$ cat config.mk
export PLATFORM = sky130hd
export DESIGN_NAME = tdm_demux4
export DESIGN_NICKNAME = d
export VERILOG_FILES = /design/src/rtl/tdm_pkg.sv /design/src/rtl/tdm_slot_ctr.sv /design/src/rtl/tdm_demux4.sv
export SDC_FILE = /design/constraint.sdc
export NUM_CORES = 1
export LEC_CHECK = 0
export ABC_CLOCK_PERIOD_IN_PS = 2600
export BUFFER_PORTS_ARGS = -buffer_cell sky130_fd_sc_hd__buf_2
export CORE_ASPECT_RATIO = 0.7
export CORE_MARGIN = 2
export CORE_UTILIZATION = 30
export CTS_BUF_LIST = sky130_fd_sc_hd__clkbuf_16
export CTS_CLUSTER_DIAMETER = 50
export DETAILED_ROUTE_END_ITERATION = 10
export SLEW_MARGIN = 20
export SYNTH_ARGS = -nofsm -noshare
export SYNTH_HDL_FRONTEND = slang
export SYNTH_SLANG_ARGS = --single-unit
$ cat constraint.sdc
create_clock -name clk -period 2.6 [get_ports clk]
set_input_delay 0.52 -clock clk [delete_from_list [all_inputs] [get_ports clk]]
set_output_delay 0.52 -clock clk [all_outputs]
set_load 0.03 [all_outputs]
$ cat src/rtl/tdm_pkg.sv
// Shared constants and types for the 4-slot TDM receive path.
package tdm_pkg;
  localparam int NUM_SLOTS = 4;
  localparam int SLOT_W    = $clog2(NUM_SLOTS);

  typedef enum logic {
    HUNT   = 1'b0,
    LOCKED = 1'b1
  } state_e;

  // Mirrors the transmit-side 4:1 selector: slot 0 feeds the highest lane.
  function automatic logic [SLOT_W-1:0] slot_to_lane(input logic [SLOT_W-1:0] slot);
    return SLOT_W'(NUM_SLOTS - 1) - slot;
  endfunction
endpackage

$ cat src/rtl/tdm_slot_ctr.sv
// Slot position counter: clear, load-to-1 (sync word taken as slot 0) and wrapping increment.
module tdm_slot_ctr
  import tdm_pkg::*;
(
  input  logic              clk,
  input  logic              rst,
  input  logic              inc,
  input  logic              load1,
  input  logic              clr,
  output logic [SLOT_W-1:0] slot,
  output logic              tc
);
  always_ff @(posedge clk or posedge rst) begin
    if (rst)        slot <= '0;
    else if (clr)   slot <= '0;
    else if (load1) slot <= SLOT_W'(1);
    else if (inc)   slot <= slot + 1'b1;
  end

  assign tc = (slot == SLOT_W'(NUM_SLOTS - 1));
endmodule

$ cat src/rtl/tdm_demux4.sv
// De-interleaves a 4-slot TDM word stream into one registered 4-word frame per frame_valid pulse.
module tdm_demux4
  import tdm_pkg::*;
#(
  parameter int WIDTH = 8
) (
  input  logic                     clk,
  input  logic                     rst,
  input  logic [WIDTH-1:0]         din,
  input  logic                     din_valid,
  input  logic                     frame_sync,
  output logic [NUM_SLOTS*WIDTH-1:0] dout,
  output logic                     frame_valid,
  output logic                     locked,
  output logic                     sync_err
);
  state_e                              state;
  logic [SLOT_W-1:0]                   slot;
  logic                                tc;
  logic                                ctr_inc, ctr_load1, ctr_clr;
  logic                                cap_en, frame_done, miss_sync, early_sync;
  logic [SLOT_W-1:0]                   cap_slot;
  // Words for slots 0..2; the slot-3 word goes straight from din into dout.
  logic [NUM_SLOTS-2:0][WIDTH-1:0]     shadow;

  tdm_slot_ctr u_slot_ctr (
    .clk   (clk),
    .rst   (rst),
    .inc   (ctr_inc),
    .load1 (ctr_load1),
    .clr   (ctr_clr),
    .slot  (slot),
    .tc    (tc)
  );

  always_comb begin
    ctr_inc    = 1'b0;
    ctr_load1  = 1'b0;
    ctr_clr    = 1'b0;
    cap_en     = 1'b0;
    cap_slot   = '0;
    frame_done = 1'b0;
    miss_sync  = 1'b0;
    early_sync = 1'b0;
    if (din_valid) begin
      if (frame_sync) begin
        // A sync word always restarts the frame, dropping any partial one.
        ctr_load1  = 1'b1;
        cap_en     = 1'b1;
        early_sync = (state == LOCKED) && (slot != '0);
      end else if (state == LOCKED) begin
        if (slot == '0) begin
          miss_sync = 1'b1;
          ctr_clr   = 1'b1;
        end else begin
          ctr_inc    = 1'b1;
          cap_en     = !tc;
          cap_slot   = slot;
          frame_done = tc;
        end
      end
    end
  end

  always_ff @(posedge clk or posedge rst) begin
    if (rst) begin
      shadow <= '0;
    end else if (cap_en) begin
      for (int s = 0; s < NUM_SLOTS - 1; s++)
        if (cap_slot == SLOT_W'(s)) shadow[s] <= din;
    end
  end

  always_ff @(posedge clk or posedge rst) begin
    if (rst) begin
      state       <= HUNT;
      dout        <= '0;
      frame_valid <= 1'b0;
      sync_err    <= 1'b0;
    end else begin
      frame_valid <= frame_done;
      sync_err    <= miss_sync | early_sync;
      if (frame_done) dout <= {din, shadow};
      if (din_valid && frame_sync) state <= LOCKED;
      else if (miss_sync)          state <= HUNT;
    end
  end

  assign locked = (state == LOCKED);
endmodule

==> impl_metrics.json <==
{
  "tritoncts.num_buffers": 9,
  "mappedNetlistArea_um2": 2387,
  "intPower_mw": 2.255,
  "routabilityCongestion": 0.7225,
  "vdd.ir_drop.worst_uv": 559.5,
  "timing.critical_path.cells": "inv_1 > ha_1 > inv_1 > a21oi_1 > o211a_1 > mux2_2",
  "synth-edff-count": 0,
  "first_pass_iters": 4,
  "worst_path_arrival_ns": 2.32,
  "die-height_um": 78.64,
  "yosys_most_used_dff": "sky130_fd_sc_hd__dfrtp_1",
  "finClkSkew_ns": 0.004236,
  "critPathMostFrequentCell": "sky130_fd_sc_hd__inv_1",
  "clk_latency_ns": 0.32,
  "start_util": 0.3059,
  "max_cap_violations": 0,
  "cts.clk_slew.worst_paths_ns": 0.05,
  "postSynthAreaPerCell_um2": 11.05,
  "tightestPinTransition_ns": 0.6806,
  "postSynthCellCount": 216,
  "comb_power_share": 0.291,
  "final_min_period_over_clock_period": 0.8166,
  "hp-class": "in2async",
  "area_growth_syn_to_layout_pct": 25.05,
  "number_of_cells_traversed_by_the_worst_register_to_register_path": 6,
  "synth_seq_cells": 61,
  "cts_num_sinks": 61,
  "timing.critical_path.to_type": "register",
  "critPathMaxFanout": 8,
  "drt_wl_total_mm": 5.077,
  "antenna_cells": 0,
  "drc_errors": 0,
  "grt_pass1_vias": 1673,
  "congestion_overflow_gr": 0,
  "grt_pass1_wl_mm": 8.556,
  "cts.htree.levels": 3,
  "path_class": "reg2reg",
  "setup_viol": 0,
  "cp_slowest_stage_delay_ns": 0.44,
  "share_clk_of_total_power": 0.286,
  "clockBufferDepth": 2,
  "yosys_warnings": 0,
  "worstSetupStartpointType": "register",
  "vias": 1661,
  "seqPwrFrac": 0.423,
  "rr_endpoint": "shadow[1]$_DFFE_PP0P_",
  "synth.lib_cells_used.distinct": 21,
  "ctsResizeCount": 0,
  "cp-endpoint": "shadow[1]$_DFFE_PP0P_",
  "switching_share": 0.3511,
  "antenna_found_initial": 0,
  "fmax_mhz": 471.0,
  "leakage_nw": 1.640,
  "grt_start_max_net_pins": 34,
  "worst_r2r_startpoint": "u_slot_ctr.slot[1]$_DFFE_PP0P_",
  "nets": 282,
  "io_buffer_count": 46,
  "die_w_um": 110.6,
  "drv_slew": 0,
  "cts_tree": "built",
  "post-cts-setup-buffer-count": 0,
  "worst_setup_path_startpoint": "u_slot_ctr.slot[1]$_DFFE_PP0P_",
  "worst_slew_margin_rel": 0.5456,
  "drive_gt1_frac": 0.3247,
  "finalPower_mw": 3.475,
  "ctsRootBufferMaster": "sky130_fd_sc_hd__clkbuf_16",
  "grtUsageTotal": 0.1278,
  "synth.yosys.seq_area_share": 0.6394,
  "drt-vias-per-instance": 4.465,
  "cp.depth": 6,
  "ant_nets": 0,
  "first_iter_violations": 157,
  "pin_count": 47,
  "power_density_nw_per_um2": 1164,
  "critPathTopFamily": "compound AO/OA/AOI/OAI gates",
  "finalHoldViolCount": 0,
  "critPathRequiredTime_ns": 2.80,
  "fp_rows": 27,
  "hpwl_mm": 3.307,
  "ys_async_sr_fraction": 1.000,
  "fin_worst_hold_slack_ns": 0.3022,
  "wire_per_inst_um": 13.65,
  "rrSetupSlack_ns": 0.48,
  "cpMaxStageDelayCell": "sky130_fd_sc_hd__dfrtp_1",
  "grt_setup_unrepaired": "no",
  "dieArea_um2": 8699,
  "total_switching_power_mw": 1.220,
  "outcome": "completed",
  "fin_crit_ns": 2.123,
  "path_buf_inv": 2,
  "mappedNetlistNets": 230,
  "core_um2": 7804,
  "totalNegativeSetupSlack_ns": 0,
  "cts_hold_buffers": 0
}
-- worst min path at each step --
| stage | from | endpoint | slack, ns | cells past startpoint |
|---|---|---|---|---|
| global route | rst | dout[24]$_DFFE_PP0P_ | 0.36 | 2 |
| CTS | rst | shadow[16]$_DFFE_PP0P_ | 0.32 | 2 |
| floorplan | shadow[10]$_DFFE_PP0P_ | dout[10]$_DFFE_PP0P_ | 0.43 | 2 |
| finish | rst | dout[0]$_DFFE_PP0P_ | 0.30 | 2 |
| global placement | shadow[16]$_DFFE_PP0P_ | dout[16]$_DFFE_PP0P_ | 0.44 | 2 |
| detailed placement | shadow[20]$_DFFE_PP0P_ | dout[20]$_DFFE_PP0P_ | 0.45 | 2 |
-- per-stage QoR --
stage / cells / instance area [um2] / worst slack (ns) / utilization
finish: 372 / 2985 / 0.4767 / 0.3826
floorplan: 216 / 2387 / 0.5670 / -
detailed placement: 358 / 2740 / 0.5065 / 0.3511
CTS: 372 / 2985 / 0.4831 / 0.3826
global placement: 358 / 2740 / 0.6219 / 0.3511
global route: 372 / 2985 / 0.3592 / 0.3826
-- layer usage --
metal,share of wire,global-route usage,routed length [um],up-vias
li1,-,-,-,799
met1,0.49,0.1626,2504,816
met2,0.43,0.1914,2189,39
met3,0.063,0.05792,322,7
met4,0.012,0.04875,60,0
met5,0,0,0,-
-- cell families after synthesis --
group           Yosys count  synth area share
xor+xnor                  1          0.003669
flops                    61            0.6394
mux                      24            0.1132
fa+ha+maj                 2           0.01048
buf+inv                  13           0.02411
compound gates            6           0.01782
simple gates            109            0.1913
-- area by class of cell --
cell class / instances / area, um2
fillers: 785 / 4818
clock inverters: 5 / 20.02
flip-flops and latches: 61 / 1526
multi-input cells: 142 / 803.3
inverters: 5 / 18.77
repair buffers: 49 / 265.3
clock buffers: 9 / 225.2
well taps: 101 / 126.4
-- cells in the final DEF, fill, tap and decap left out --
cell	instances
sky130_fd_sc_hd__nand2_1	100
sky130_fd_sc_hd__dfrtp_1	61
sky130_fd_sc_hd__buf_2	46
sky130_fd_sc_hd__mux2_2	24
sky130_fd_sc_hd__clkbuf_16	9
sky130_fd_sc_hd__inv_1	4
sky130_fd_sc_hd__clkinv_1	4
sky130_fd_sc_hd__o21ai_0	2
sky130_fd_sc_hd__a22o_1	2
sky130_fd_sc_hd__nor2_1	2
sky130_fd_sc_hd__ha_1	2
sky130_fd_sc_hd__buf_4	2
sky130_fd_sc_hd__a21oi_1	1
sky130_fd_sc_hd__nand2_2	1
sky130_fd_sc_hd__nor3_4	1
sky130_fd_sc_hd__nand3_2	1
sky130_fd_sc_hd__nand4_4	1
sky130_fd_sc_hd__nand4b_1	1
sky130_fd_sc_hd__nand3_1	1
sky130_fd_sc_hd__o211a_1	1
sky130_fd_sc_hd__and3_1	1
sky130_fd_sc_hd__xnor2_1	1
sky130_fd_sc_hd__inv_2	1
sky130_fd_sc_hd__clkinv_2	1
sky130_fd_sc_hd__buf_12	1
-- sequential cells by signal, indices dropped and copies added, names as in the netlist --
| register | count |
|---|---|
| shadow | 24 |
| u_slot_ctr.slot | 2 |
| locked | 1 |
| dout | 32 |
| frame_valid | 1 |
| sync_err | 1 |
-- synth_stat cells, types with 2 or more instances --
library cell | number | area (um2)
sky130_fd_sc_hd__a22o_1 | 2 | 17.52
sky130_fd_sc_hd__clkbuf_1 | 3 | 11.26
sky130_fd_sc_hd__ha_1 | 2 | 25.02
sky130_fd_sc_hd__mux2_2 | 24 | 270.3
sky130_fd_sc_hd__o21ai_0 | 2 | 10.01
sky130_fd_sc_hd__buf_2 | 4 | 20.02
sky130_fd_sc_hd__dfrtp_1 | 61 | 1526
sky130_fd_sc_hd__nand2_1 | 100 | 375.4
sky130_fd_sc_hd__inv_1 | 5 | 18.77
sky130_fd_sc_hd__nor2_1 | 2 | 7.510
-- power groups by stage --
stage / combinational [mW] / clock (mW) / sequential [mW]
final: 1.01 / 0.994 / 1.47
after global routing: 1.10 / 1.06 / 1.52
after CTS: 1.03 / 1.02 / 1.47
after detailed placement: 1.02 / 0 / 1.49
after global placement: 1.01 / 0 / 1.47
after floorplan: 0.395 / 0 / 1.80
Power figures use the tool's default switching activity.
